[src/rtl/mem_pkg.sv]
// Shared types and funct3 encodings for the
// MEM-stage data-memory access unit.
package mem_pkg;

  typedef enum logic [1:0] {
    IDLE,
    REQ,
    DONE
  } state_t;

  localparam logic [2:0] LB  = 3'b000;
  localparam logic [2:0] LH  = 3'b001;
  localparam logic [2:0] LW  = 3'b010;
  localparam logic [2:0] LBU = 3'b100;
  localparam logic [2:0] LHU = 3'b101;
  localparam logic [2:0] SB  = 3'b000;
  localparam logic [2:0] SH  = 3'b001;
  localparam logic [2:0] SW  = 3'b010;

endpackage

[src/rtl/data_mem_access_if.sv]
// Data-memory req/ack bus between the MEM stage
// (master) and a variable-latency memory (slave).
interface data_mem_access_if;

  logic        dmem_req;
  logic        dmem_we;
  logic [31:0] dmem_addr;
  logic [31:0] dmem_wdata;
  logic [3:0]  dmem_be;
  logic        dmem_ack;
  logic [31:0] dmem_rdata;

  modport master (
    output dmem_req,
    output dmem_we,
    output dmem_addr,
    output dmem_wdata,
    output dmem_be,
    input  dmem_ack,
    input  dmem_rdata
  );

  modport slave (
    input  dmem_req,
    input  dmem_we,
    input  dmem_addr,
    input  dmem_wdata,
    input  dmem_be,
    output dmem_ack,
    output dmem_rdata
  );

endinterface

[src/rtl/load_align.sv]
// Selects the addressed byte/half of a read word
// and sign- or zero-extends it per funct3.
module load_align
  import mem_pkg::*;
(
  input  logic [31:0] rdata,
  input  logic [1:0]  off,
  input  logic [2:0]  f3,
  output logic [31:0] data
);

  logic [31:0] sh;
  logic [7:0]  b;
  logic [15:0] h;

  assign sh = rdata >> {off, 3'b000};
  assign b  = sh[7:0];
  assign h  = off[1] ? rdata[31:16] : rdata[15:0];

  // extend the selected lane to 32 bits
  always_comb begin
    data = rdata;
    unique case (f3)
      LB:      data = {{24{b[7]}}, b};
      LH:      data = {{16{h[15]}}, h};
      LBU:     data = {24'h0, b};
      LHU:     data = {16'h0, h};
      default: data = rdata;
    endcase
  end

endmodule

[src/rtl/data_mem_access.sv]
// MEM-stage initiator: req/ack data-memory access
// with pipeline stall, load formatting and timeout.
module data_mem_access
  import mem_pkg::*;
#(
  parameter int unsigned TIMEOUT = 64
) (
  input  logic        clk,
  input  logic        rst,
  input  logic        memRead_in,
  input  logic        memWrite_in,
  input  logic [31:0] ALUResult_in,
  input  logic [31:0] rs2_in,
  input  logic [31:0] inst_in,
  output logic        stall_out,
  output logic [31:0] loadData_out,
  output logic        loadValid_out,
  output logic        misaligned_out,
  output logic        busErr_out,
  data_mem_access_if.master dmem
);

  state_t      state;
  logic [7:0]  cnt;
  logic [2:0]  f3_q;
  logic [1:0]  off_q;
  logic [2:0]  f3;
  logic [1:0]  off;
  logic        rd;
  logic        wr;
  logic        ok_f3;
  logic        aligned;
  logic        go;
  logic [3:0]  be;
  logic [31:0] wdata;
  logic [31:0] ld;
  logic        unused_inst;

  assign f3  = inst_in[14:12];
  assign off = ALUResult_in[1:0];
  assign rd  = memRead_in;
  assign wr  = memWrite_in;

  assign unused_inst = ^{inst_in[31:15], inst_in[11:0]};

  // legality, alignment and store lane generation
  always_comb begin
    ok_f3 = 1'b0;
    if (rd & ~wr)
      ok_f3 = f3 inside {LB, LH, LW, LBU, LHU};
    else if (wr & ~rd)
      ok_f3 = f3 inside {SB, SH, SW};
    aligned = 1'b1;
    be      = 4'b1111;
    wdata   = rs2_in;
    case (f3[1:0])
      2'b00: begin
        be    = 4'b0001 << off;
        wdata = {4{rs2_in[7:0]}};
      end
      2'b01: begin
        aligned = ~off[0];
        be      = 4'b0011 << off;
        wdata   = {2{rs2_in[15:0]}};
      end
      default: aligned = (off == 2'b00);
    endcase
    go = ok_f3 & aligned;
  end

  assign stall_out = (state == REQ) |
                     ((state == IDLE) & go);

  load_align u_align (
    .rdata (dmem.dmem_rdata),
    .off   (off_q),
    .f3    (f3_q),
    .data  (ld)
  );

  // access FSM with registered bus and pulse outputs
  always_ff @(posedge clk or negedge rst) begin
    if (!rst) begin
      state           <= IDLE;
      cnt             <= '0;
      f3_q            <= '0;
      off_q           <= '0;
      dmem.dmem_req   <= 1'b0;
      dmem.dmem_we    <= 1'b0;
      dmem.dmem_addr  <= '0;
      dmem.dmem_wdata <= '0;
      dmem.dmem_be    <= '0;
      loadData_out    <= '0;
      loadValid_out   <= 1'b0;
      misaligned_out  <= 1'b0;
      busErr_out      <= 1'b0;
    end else begin
      loadValid_out  <= 1'b0;
      misaligned_out <= 1'b0;
      busErr_out     <= 1'b0;
      unique case (state)
        IDLE: begin
          if (go) begin
            state           <= REQ;
            cnt             <= '0;
            f3_q            <= f3;
            off_q           <= off;
            dmem.dmem_req   <= 1'b1;
            dmem.dmem_we    <= wr;
            dmem.dmem_addr  <= {ALUResult_in[31:2], 2'b00};
            dmem.dmem_wdata <= wdata;
            dmem.dmem_be    <= be;
          end else if (rd | wr) begin
            misaligned_out <= 1'b1;
          end
        end
        REQ: begin
          if (dmem.dmem_ack) begin
            state         <= DONE;
            dmem.dmem_req <= 1'b0;
            if (!dmem.dmem_we) begin
              loadData_out  <= ld;
              loadValid_out <= 1'b1;
            end
          end else if (cnt == 8'(TIMEOUT - 1)) begin
            state         <= DONE;
            dmem.dmem_req <= 1'b0;
            busErr_out    <= 1'b1;
          end else begin
            cnt <= cnt + 8'd1;
          end
        end
        DONE:    state <= IDLE;
        default: state <= IDLE;
      endcase
    end
  end

endmodule
[src/flat_wrapper.sv]
// flat-port wrapper written by rule: the top's interface ports become plain ports
module data_mem_access_flat import mem_pkg::*;
#(
  parameter int unsigned TIMEOUT = 64
)
  (clk, rst, memRead_in, memWrite_in, ALUResult_in, rs2_in, inst_in, stall_out, loadData_out, loadValid_out, misaligned_out, busErr_out, dmem_dmem_req, dmem_dmem_we, dmem_dmem_addr, dmem_dmem_wdata, dmem_dmem_be, dmem_dmem_ack, dmem_dmem_rdata);
  data_mem_access_if dmem_i ();
  input  logic clk;
  input  logic rst;
  input  logic memRead_in;
  input  logic memWrite_in;
  input  logic [31:0] ALUResult_in;
  input  logic [31:0] rs2_in;
  input  logic [31:0] inst_in;
  output logic stall_out;
  output logic [31:0] loadData_out;
  output logic loadValid_out;
  output logic misaligned_out;
  output logic busErr_out;
  output wire logic [$bits(dmem_i.dmem_req)-1:0] dmem_dmem_req;
  output wire logic [$bits(dmem_i.dmem_we)-1:0] dmem_dmem_we;
  output wire logic [$bits(dmem_i.dmem_addr)-1:0] dmem_dmem_addr;
  output wire logic [$bits(dmem_i.dmem_wdata)-1:0] dmem_dmem_wdata;
  output wire logic [$bits(dmem_i.dmem_be)-1:0] dmem_dmem_be;
  input wire logic [$bits(dmem_i.dmem_ack)-1:0] dmem_dmem_ack;
  input wire logic [$bits(dmem_i.dmem_rdata)-1:0] dmem_dmem_rdata;
  assign dmem_dmem_req = dmem_i.dmem_req;
  assign dmem_dmem_we = dmem_i.dmem_we;
  assign dmem_dmem_addr = dmem_i.dmem_addr;
  assign dmem_dmem_wdata = dmem_i.dmem_wdata;
  assign dmem_dmem_be = dmem_i.dmem_be;
  assign dmem_i.dmem_ack = dmem_dmem_ack;
  assign dmem_i.dmem_rdata = dmem_dmem_rdata;
  data_mem_access #(.TIMEOUT(TIMEOUT)) u_core (.clk(clk), .rst(rst), .memRead_in(memRead_in), .memWrite_in(memWrite_in), .ALUResult_in(ALUResult_in), .rs2_in(rs2_in), .inst_in(inst_in), .stall_out(stall_out), .loadData_out(loadData_out), .loadValid_out(loadValid_out), .misaligned_out(misaligned_out), .busErr_out(busErr_out), .dmem(dmem_i));
endmodule
[config.mk]
export PLATFORM = sky130hd
export DESIGN_NAME = data_mem_access_flat
export DESIGN_NICKNAME = d
export VERILOG_FILES = /design/src/rtl/mem_pkg.sv /design/src/rtl/data_mem_access_if.sv /design/src/rtl/load_align.sv /design/src/rtl/data_mem_access.sv /design/src/flat_wrapper.sv
export SDC_FILE = /design/constraint.sdc
export NUM_CORES = 1
export LEC_CHECK = 0
export CAP_MARGIN = 20
export CORE_ASPECT_RATIO = 0.7
export CORE_MARGIN = 3
export CORE_UTILIZATION = 43
export DETAILED_ROUTE_END_ITERATION = 10
export HOLD_SLACK_MARGIN = 0.1
export PLACE_DENSITY = 0.82
export RECOVER_POWER = 100
export SLEW_MARGIN = 20
export SYNTH_ARGS = -nofsm -noshare
export SYNTH_HDL_FRONTEND = slang
export SYNTH_SLANG_ARGS = --single-unit
export TNS_END_PERCENT = 100
[constraint.sdc]
create_clock -name clk -period 2.5 [get_ports clk]
set_clock_uncertainty 0.1 [all_clocks]
set_input_delay 0.5 -clock clk [delete_from_list [all_inputs] [get_ports clk]]
set_output_delay 0.5 -clock clk [all_outputs]
set_load 0.05 [all_outputs]
==> results_dict.tcl <==
set metrics [dict create \
    dr.pass1.iters 6 \
    slew_headroom_pct 35.3 \
    grt_pass1_wl_microns 27000 \
    met3_usage_pct 11.9 \
    final.period_utilization_pct 98.5 \
    rows 33 \
    tightestPinTransition_ps 971 \
    die_h_microns 100 \
    synth_compound_area_share_pct 12.3 \
    met1_usage_pct 28.5 \
    synthSimpleGateAreaFrac_pct 9.48 \
    top_usage_layer "met2" \
    numPortBuffers 207 \
    wire_per_inst_microns 19.1 \
    ir_drop_mv 0.954 \
    netlist_area_sq_um 5480 \
    antennaDiodeCount 0 \
    drt_iter0_drc 286 \
    grt_pass1_vias 5110 \
    core_sq_um 12100 \
    power_w 0.0112 \
    clock_path_buffers 2 \
    grtUsageTotal_pct 24.3 \
    ant_nets 0 \
    ys_types 50 \
    crit_path_end_kind "primary output" \
    arrival_ps 1860 \
    ys_seq_area_share_pct 53.9 \
    antenna_found_initial 0 \
    cap_violations 0 \
    status "finished clean" \
    grtUsageMet2_pct 40.6 \
    dieWidth_microns 141 \
    hp-class "reg -> reg" \
    crit_type "in -> out" \
    synth_cells 475 \
    leakagePower_nw 3.67 \
    gp_congestion 0.920 \
    grt-ovfl-total 0 \
    synth_top_family_by_area "multiplexers" \
    totalWireLength_microns 16800 \
    rsz0062_at_grt "false" \
    setup_ws_ps 36.7 \
    cts_root_buffer "clkbuf_16" \
    start_util_pct 45.4 \
    cts_buffers 17 \
    setup_violations 0 \
    synthXorXnorAreaFrac_pct 0.320 \
    pre_cts_ws_ps -256 \
    syn_area_per_cell_sq_um 11.5 \
    yosysWarnings 0 \
    clk_latency_ps 410 \
    required_ps 1900 \
    syn2layout_area_growth_pct 56.1 \
    p_per_area_nw_per_um2 1310 \
    ys_ff_latch 118 \
    cts_tree "yes" \
    critPathLaunch "ALUResult_in[0]" \
    hold_viol_final 0 \
    dieArea_sq_um 14100 \
    synth_enable_flop_cells 0 \
    cp_max_fo 4 \
    hpwl_microns 12400 \
    worstSetupStartpointType "input pin" \
    rr_startpoint "u_core.off_q[1]" \
    synth_flop_cell "dfrtp_1" \
    period_minus_slack_ps 2460 \
    grt_max_degree 51 \
    clk_pin_slew_worst_paths_ps 50 \
    io_pins 239 \
    synth.area.mux_share_pct 20.3 \
    cts_max_level 4 \
    drive_above_1_share_pct 21.4 \
    finalNetCount 842 \
    fin_util_pct 70.9 \
    drc 0 \
    vias_per_cell 5.41 \
    clkSinkCount 118 \
    num_vias 4748 \
    worstHoldStart "u_core.dmem.dmem_addr[29]" \
    drv_slew 0 \
    ys_async_sr_fraction_pct 100 \
    synthAdderAreaFrac_pct 0.229 \
    max_freq_mhz 406 \
]
[cells in the mapped netlist (all sizes together), types with 2 or more instances]
library cell | count | area share, %
a21oi | 39 | 3.6
a221o | 4 | 0.73
a22o | 7 | 1.1
a22oi | 8 | 1.1
a311oi | 7 | 1.1
and3 | 2 | 0.23
buf | 16 | 1.7
clkbuf | 16 | 1.1
dfrtp | 118 | 54
inv | 6 | 0.41
mux2 | 88 | 18
mux2i | 10 | 1.8
nand2 | 29 | 2.0
nand2b | 3 | 0.34
nand3 | 2 | 0.18
nand3b | 3 | 0.41
nor2 | 46 | 3.2
nor2b | 5 | 0.57
nor3 | 10 | 0.91
nor3b | 2 | 0.48
nor4 | 3 | 0.34
o211a | 2 | 0.37
o211ai | 4 | 0.64
o21ai | 23 | 2.1
o22a | 4 | 0.64
[layout make-up]
cell class,count,area [sq um]
inverter,7,26.3
tap,157,196
sequential,118,2950
clock buffer,19,443
clock inverter,13,204
fill,837,3510
multi-input combinational,319,2360
timing repair buffer,245,2370
[state kept, by name, indices dropped and copies added (netlist names)]
register / count
u_core.busErr_out: 1
u_core.cnt: 8
u_core.dmem.dmem_addr: 30
u_core.dmem.dmem_be: 4
u_core.dmem.dmem_req: 1
u_core.dmem.dmem_wdata: 32
u_core.dmem.dmem_we: 1
u_core.f3_q: 3
u_core.loadData_out: 32
u_core.loadValid_out: 1
u_core.misaligned_out: 1
u_core.off_q: 2
u_core.state: 2
[path summary, 6_finish.rpt]
kind | to | slack, ps | cells after the start
setup reg to reg | u_core.loadData_out[10] | 220 | 5
min in group asynchronous | u_core.cnt[5] | 700 | 2
hold / removal | u_core.dmem.dmem_addr[29] | 380 | 1
max in group asynchronous | u_core.dmem.dmem_wdata[3] | 290 | 3
hold reg to reg | u_core.dmem.dmem_addr[29] | 380 | 1
setup / recovery | stall_out | 40 | 5
[cell usage in the layout, fill, tap and decap left out, drive strengths merged, types with 23 or more instances in the layout]
cell | Yosys | final
a21oi | 39 | 39
mux2 | 88 | 88
nor2 | 46 | 46
o21ai | 23 | 23
nand2 | 29 | 29
clkbuf | 16 | 33
dfrtp | 118 | 118
clkdlybuf4s50 | 0 | 94
buf | 16 | 25
dlygate4sd3 | 0 | 105
[power by group]
| group | total [W] | internal (W) | switching, W |
|---|---|---|---|
| clock | 0.00268 | 0.00179 | 0.000889 |
| combinational | 0.00539 | 0.00176 | 0.00363 |
| sequential | 0.00309 | 0.00265 | 0.000443 |
| total | 0.0112 | 0.00620 | 0.00496 |
[kinds of logic after synthesis]
kind of cell,count (synthesis)
other,1
and+or+nand+nor,111
muxes,99
adders and majority gates,1
DFF,118
buffers and inverters,39
xor gates and xnor gates,2
AOI/OAI and AO/OA,104
[per-stage QoR]
step	TNS, ps	std cells	instance area [sq um]	hold WS [ps]
finish	0	878	8550	384
global route	0	878	8550	417
CTS	0	877	8600	394
detailed placement	-14710	844	7940	382
global placement	-11900	844	7940	370
floorplan	0	476	5480	104
[routing by layer]
| metal | up-vias | share of wire [%] |
|---|---|---|
| li1 | 2188 | - |
| met1 | 2322 | 39 |
| met2 | 218 | 48 |
| met3 | 20 | 11 |
| met4 | 0 | 1.3 |
| met5 | - | 0 |
[repair_timing]
action | CTS | global route
pin swaps | 3 | 1
endpoints found under the setup margin | 1 | 1
setup buffers | 0 | 1
hold buffers | 1 | 0
resized for setup | 9 | 0
hold endpoints to repair | 34 | 0
[critical path, cell delays in order]
cell and delay (ps):
dlygate4sd2_1 270, o31a_1 340, or4_4 520, nand2b_4 100, buf_12 130
No activity file was read; power rests on OpenSTA's default activity.
